[config.mk]
export PLATFORM = sky130hd
export DESIGN_NAME = microwave_timer_ctrl
export DESIGN_NICKNAME = d
export VERILOG_FILES = /design/src/rtl/timer_pkg.sv /design/src/rtl/timer_entry_reg.sv /design/src/rtl/microwave_timer_ctrl.sv
export SDC_FILE = /design/constraint.sdc
export NUM_CORES = 1
export LEC_CHECK = 0
export CORE_MARGIN = 4
export CORE_UTILIZATION = 51
export CTS_CLUSTER_DIAMETER = 50
export CTS_CLUSTER_SIZE = 14
export DETAILED_ROUTE_END_ITERATION = 8
export PLACE_DENSITY = 0.87
export SETUP_SLACK_MARGIN = 0.05
export SLEW_MARGIN = 25
export SYNTH_ARGS = -nofsm -noshare
export SYNTH_HDL_FRONTEND = slang
export SYNTH_SLANG_ARGS = --single-unit
export TNS_END_PERCENT = 20
[constraint.sdc]
create_clock -name clk -period 4.5 [get_ports clk]
set_clock_uncertainty 0.15 [all_clocks]
set_input_delay 0.9 -clock clk [delete_from_list [all_inputs] [get_ports clk]]
set_output_delay 0.9 -clock clk [all_outputs]
set_load 0.01 [all_outputs]
[src/rtl/timer_pkg.sv]
// Shared definitions for the microwave cook-timer sequencer: FSM encodings,
// BCD digit limits and the keypad digit filter.
package timer_pkg;

    typedef enum logic [2:0] {
        ST_IDLE   = 3'd0,
        ST_ENTRY  = 3'd1,
        ST_LOAD   = 3'd2,
        ST_RUN    = 3'd3,
        ST_PAUSE  = 3'd4,
        ST_FINISH = 3'd5
    } state_e;

    localparam logic [3:0] MAX_UNITS = 4'd9;
    localparam logic [3:0] MAX_TENS  = 4'd5;
    localparam logic [3:0] MAX_MIN   = 4'd9;

    // Keypad codes above this value are not digits and are dropped.
    localparam logic [3:0] KEY_MAX   = 4'd9;

    function automatic logic key_accepted(input logic [3:0] d);
        return d <= KEY_MAX;
    endfunction

    function automatic logic [3:0] sat_tens(input logic [3:0] d);
        return (d > MAX_TENS) ? MAX_TENS : d;
    endfunction

endpackage

[src/rtl/timer_entry_reg.sv]
// M:ST entry register. Keys shift in from the right; a units digit above 5
// that moves into the seconds-tens slot saturates to 5.
module timer_entry_reg
    import timer_pkg::*;
#(
    parameter logic [3:0] QUICK_TENS = 4'd3
) (
    input  logic       clk,
    input  logic       clrn,
    input  logic       clr_i,
    input  logic       shift_i,
    input  logic [3:0] key_i,
    input  logic       quick_i,
    output logic [3:0] min_o,
    output logic [3:0] tens_o,
    output logic [3:0] units_o
);

    logic [3:0] min_q,   min_d;
    logic [3:0] tens_q,  tens_d;
    logic [3:0] units_q, units_d;

    always_comb begin
        min_d   = min_q;
        tens_d  = tens_q;
        units_d = units_q;
        if (clr_i) begin
            min_d   = 4'd0;
            tens_d  = 4'd0;
            units_d = 4'd0;
        end else if (shift_i) begin
            // Old minutes digit falls off the left end.
            min_d   = tens_q;
            tens_d  = sat_tens(units_q);
            units_d = (key_i > MAX_UNITS) ? units_q : key_i;
        end else if (quick_i) begin
            tens_d  = QUICK_TENS;
        end
    end

    always_ff @(posedge clk or negedge clrn) begin
        if (!clrn) begin
            min_q   <= 4'd0;
            tens_q  <= 4'd0;
            units_q <= 4'd0;
        end else begin
            min_q   <= min_d;
            tens_q  <= tens_d;
            units_q <= units_d;
        end
    end

    assign min_o   = min_q;
    assign tens_o  = tens_q;
    assign units_o = units_q;

endmodule

[src/rtl/microwave_timer_ctrl.sv]
// Cook-timer sequencer: keypad entry, counter load/enable/clear, 0:00
// detection, magnetron enable and end-of-cook beep. All outputs registered.
module microwave_timer_ctrl
    import timer_pkg::*;
#(
    parameter int BEEP_TICKS = 3,
    parameter int QUICK_TENS = 3
) (
    input  logic       clk,
    input  logic       clrn,
    input  logic       tick_1hz,
    input  logic       key_valid,
    input  logic [3:0] key_digit,
    input  logic       start,
    input  logic       stop,
    input  logic       door_closed,
    input  logic       zero_units,
    input  logic       zero_tens,
    input  logic       zero_min,
    output logic [3:0] data_units,
    output logic [3:0] data_tens,
    output logic [3:0] data_min,
    output logic       load_n,
    output logic       count_en,
    output logic       cnt_clrn,
    output logic       heat_on,
    output logic       beep,
    output logic       done,
    output logic [2:0] state
);

    localparam logic [3:0] BEEP_LAST = 4'(BEEP_TICKS - 1);

    state_e     state_q, state_d;
    logic [3:0] beep_cnt_q, beep_cnt_d;
    logic       load_n_q, count_en_q, cnt_clrn_q, heat_on_q, beep_q, done_q;

    logic       entry_clr, entry_shift, entry_quick, clear_cnt;
    logic       key_ok, all_zero, entry_zero;

    timer_entry_reg #(
        .QUICK_TENS (4'(QUICK_TENS))
    ) u_entry (
        .clk     (clk),
        .clrn    (clrn),
        .clr_i   (entry_clr),
        .shift_i (entry_shift),
        .key_i   (key_digit),
        .quick_i (entry_quick),
        .min_o   (data_min),
        .tens_o  (data_tens),
        .units_o (data_units)
    );

    assign key_ok     = key_valid && key_accepted(key_digit);
    assign all_zero   = zero_units && zero_tens && zero_min;
    assign entry_zero = (data_min == 4'd0) && (data_tens == 4'd0) && (data_units == 4'd0);

    // Event priority inside every state: stop, then start, then key.
    always_comb begin
        state_d     = state_q;
        beep_cnt_d  = beep_cnt_q;
        entry_clr   = 1'b0;
        entry_shift = 1'b0;
        entry_quick = 1'b0;
        clear_cnt   = 1'b0;

        case (state_q)
            ST_IDLE, ST_ENTRY: begin
                if (stop) begin
                    entry_clr = 1'b1;
                    clear_cnt = 1'b1;
                    state_d   = ST_IDLE;
                end else if (start) begin
                    if (door_closed) begin
                        entry_quick = entry_zero;
                        state_d     = ST_LOAD;
                    end
                end else if (key_ok) begin
                    entry_shift = 1'b1;
                    state_d     = ST_ENTRY;
                end
            end

            ST_LOAD: state_d = ST_RUN;

            ST_RUN: begin
                if (stop || !door_closed) begin
                    state_d = ST_PAUSE;
                end else if (all_zero) begin
                    state_d = ST_FINISH;
                end
            end

            ST_PAUSE: begin
                if (stop) begin
                    entry_clr = 1'b1;
                    clear_cnt = 1'b1;
                    state_d   = ST_IDLE;
                end else if (start && door_closed) begin
                    state_d = ST_RUN;
                end
            end

            ST_FINISH: begin
                if (stop) begin
                    entry_clr = 1'b1;
                    state_d   = ST_IDLE;
                end else if (tick_1hz) begin
                    if (beep_cnt_q == BEEP_LAST) begin
                        entry_clr = 1'b1;
                        state_d   = ST_IDLE;
                    end else begin
                        beep_cnt_d = beep_cnt_q + 4'd1;
                    end
                end
            end

            default: state_d = ST_IDLE;
        endcase

        // The beep counter restarts from zero on every entry into FINISH.
        if (state_d != ST_FINISH) begin
            beep_cnt_d = 4'd0;
        end
    end

    always_ff @(posedge clk or negedge clrn) begin
        if (!clrn) begin
            state_q    <= ST_IDLE;
            beep_cnt_q <= 4'd0;
            load_n_q   <= 1'b1;
            count_en_q <= 1'b0;
            cnt_clrn_q <= 1'b1;
            heat_on_q  <= 1'b0;
            beep_q     <= 1'b0;
            done_q     <= 1'b0;
        end else begin
            state_q    <= state_d;
            beep_cnt_q <= beep_cnt_d;
            load_n_q   <= (state_d != ST_LOAD);
            count_en_q <= (state_q == ST_RUN) && (state_d == ST_RUN) && tick_1hz && !all_zero;
            cnt_clrn_q <= !clear_cnt;
            heat_on_q  <= (state_d == ST_RUN);
            beep_q     <= (state_d == ST_FINISH);
            done_q     <= (state_d == ST_FINISH) && (state_q != ST_FINISH);
        end
    end

    assign load_n   = load_n_q;
    assign count_en = count_en_q;
    assign cnt_clrn = cnt_clrn_q;
    assign heat_on  = heat_on_q;
    assign beep     = beep_q;
    assign done     = done_q;
    assign state    = state_q;

endmodule

==> results.yml <==
outcome:
  status: "completed"
worst_setup_path:
  required_ns: 4.60
  cp.arrival_ns: 2.73
  cpMaxStageDelayCell: "and4b_1"
  cp_cell_sequence: "clkdlybuf4s50_1, nor3_1, and4b_1, o32ai_4, nor3_2"
  path_buf_inv: 1
  critical-path-top-delay-family: "simple AND/OR/NAND/NOR gates"
  worstSetupPathType: "input port to flop"
  max_stage_delay_ns: 0.57
  path_max_fanout: 12
  cp-end-kind: "flop"
  critPathLaunchType: "input port"
clock_tree:
  cts_root_buffer: "clkbuf_4"
  cts_buffer_depth: 2
  clkLatencyLatePin_ns: 0.31
  numCtsBuffers: 3
  postCtsSetupBuffers: 0
  clock_sinks: 25
  path_clk_slew_ns: 0.14
  post_cts_resized: 0
  cts_hold_buf: 0
  ctsHtreeMaxLevel: 1
  cts_tree: "done"
cells_and_area:
  final_layout_size_suffix_gt1_share_pct: 12.33
  n_fill_cell: 184
  nets: 163
  antennaDiodeCount: 0
  final_util_pct: 71.51
  areaGrowthSynthToFinish_pct: 29.36
place:
  gp_congestion: 0.8999
  dp_hpwl_mm: 2.136
  pre_cts_ws_ns: 1.534
  port_buffers: 34
sta:
  max_freq_mhz: 379.6
  setup_viol: 0
  hold_slack_ns: 0.3973
  slew_viol_final: 0
  setup_slack_ns: 1.866
  slew_headroom_pct: 63.65
  rsz0062_at_grt: "false"
  period_share_pct: 58.54
  tightest_slew_ns: 0.5453
  hold_viol: 0
  final.setup.tns_ns: 0
  finalCriticalPeriod_ns: 2.634
synth:
  synth_edf_count: 0
  synth_largest_area_cell: "dfrtp_1"
  yosys-top-cells-count: "dfrtp_1 (23), a22o_1 (8), nand2_1 (8), nor2_1 (7), inv_1 (6)"
  synth_top_area_share_pct: 45.32
  synth.most_common_cell: "dfrtp_1"
  ys_top_cells_by_area: "dfrtp_1 (45%), a22o_1 (5.5%), dfstp_2 (4.1%)"
  ys_ff_latch: 25
  synth_async_sr_flop_share_pct: 100.0
  syn_nets: 129
  synthCells: 113
  synth_area_um2: 1270
  synth.distinct_cells: 46
  avgSynthCellArea_um2: 11.24
  ys.flop_type: "dfrtp_1"
  ys_warn_count: 0
  synth-seq-area-share_pct: 49.46
floorplan:
  start_util_pct: 55.28
  die_h_um: 57.90
  ios: 35
  dieWidth_um: 57.90
  die_area_um2: 3352
  std_cell_rows: 17
  core-area_um2: 2297
routing:
  drc: 0
  first_pass_iters: 4
  vias_per_cell: 6.092
  via_count: 1060
  drtIter0Drc: 24
  drt_wl_total_mm: 2.724
  wl_per_cell_um: 15.66
  final_antenna_net_count: 0
pwr:
  power_density_nw_per_um2: 406.6
  vdd_drop_max_mv: 0.2516
  leakage_nw: 0.6939
  finalPower_mw: 0.6680
global_routing:
  gr-total-overflow: 0
  grt_max_degree: 26
  gr-usage-all-layers_pct: 17.77
  grt_pass1_wl_mm: 4.650
  grt_pass1_vias: 1029
  grt_antenna_before_repair: 0
worst_hold_path:
  worstHoldPathType: "input port to asynchronous set/reset pin"
run:
  drv_cap: 0
==> metal layers <==
metal  share of wire (%)  vias to the layer above  global-route usage (%)
li1                    -                      489                       -
met1                  41                      536                   22.73
met2                  51                       31                   28.55
met3                 6.5                        4                   4.677
met4                 1.1                        0                   7.285
met5                   0                        -                       0
==> power breakdown <==
part	total [mW]	switching (mW)	internal [mW]
registers	0.314	0.0519	0.262
logic	0.252	0.114	0.138
clock network	0.101	0.0676	0.0339
==> kinds of logic after synthesis <==
kind of cell / synth area share [%]
fa+ha+maj: 1.970
flops: 49.46
xor+xnor: 1.380
mux: 0.7882
buf+inv: 3.940
simple gates: 21.38
compound gates: 21.09
==> final timing paths <==
path	start	endpoint	slack [ns]	cells after the start
max	stop	beep_cnt_q[3]$_DFFE_PN0P_	1.87	5
min	clrn	u_entry.units_o[3]$_DFFE_PN0P_	0.40	1
max reg2reg	state[1]$_DFF_PN0_	beep_cnt_q[3]$_DFFE_PN0P_	2.47	4
min reg2reg	u_entry.min_o[3]$_DFFE_PN0P_	u_entry.min_o[3]$_DFFE_PN0P_	0.40	1
max in group asynchronous	clrn	cnt_clrn$_DFF_PN1_	3.43	1
min in group clk	u_entry.min_o[3]$_DFFE_PN0P_	u_entry.min_o[3]$_DFFE_PN0P_	0.40	1
==> flip-flops by register name (all words and copies together) (netlist names), 3 cells and up <==
signal / cells
u_entry.tens_o: 4
beep_cnt_q: 4
state: 3
u_entry.units_o: 4
u_entry.min_o: 4
==> cells in the final DEF (no fill, tap or decap), types with 3 or more instances in the layout <==
cell / instances
and4bb_2: 3
a22o_1: 8
nor4_1: 3
dfrtp_1: 23
clkbuf_4: 3
clkdlybuf4s50_1: 33
nor2_1: 7
nand2_1: 8
inv_1: 6
o21ai_0: 3
a21oi_1: 3
==> stage by stage <==
step / cells / cell area (um^2)
global placement: 170 / 1618
floorplan: 113 / 1270
detailed placement: 170 / 1618
CTS: 174 / 1648
global route: 174 / 1643
finish: 174 / 1643
==> final cells by class <==
cell class,instances,area (um^2),share of cell area [%]
Sequential cell,25,628.1,38.23
Multi-Input combinational cell,77,591.8,36.02
Timing Repair Buffer,34,335.3,20.41
Tap cell,28,35.03,2.133
Clock buffer,3,22.52,1.371
Inverter,6,22.52,1.371
Clock inverter,1,7.507,0.4570
No activity file was read; power rests on OpenSTA's default activity.
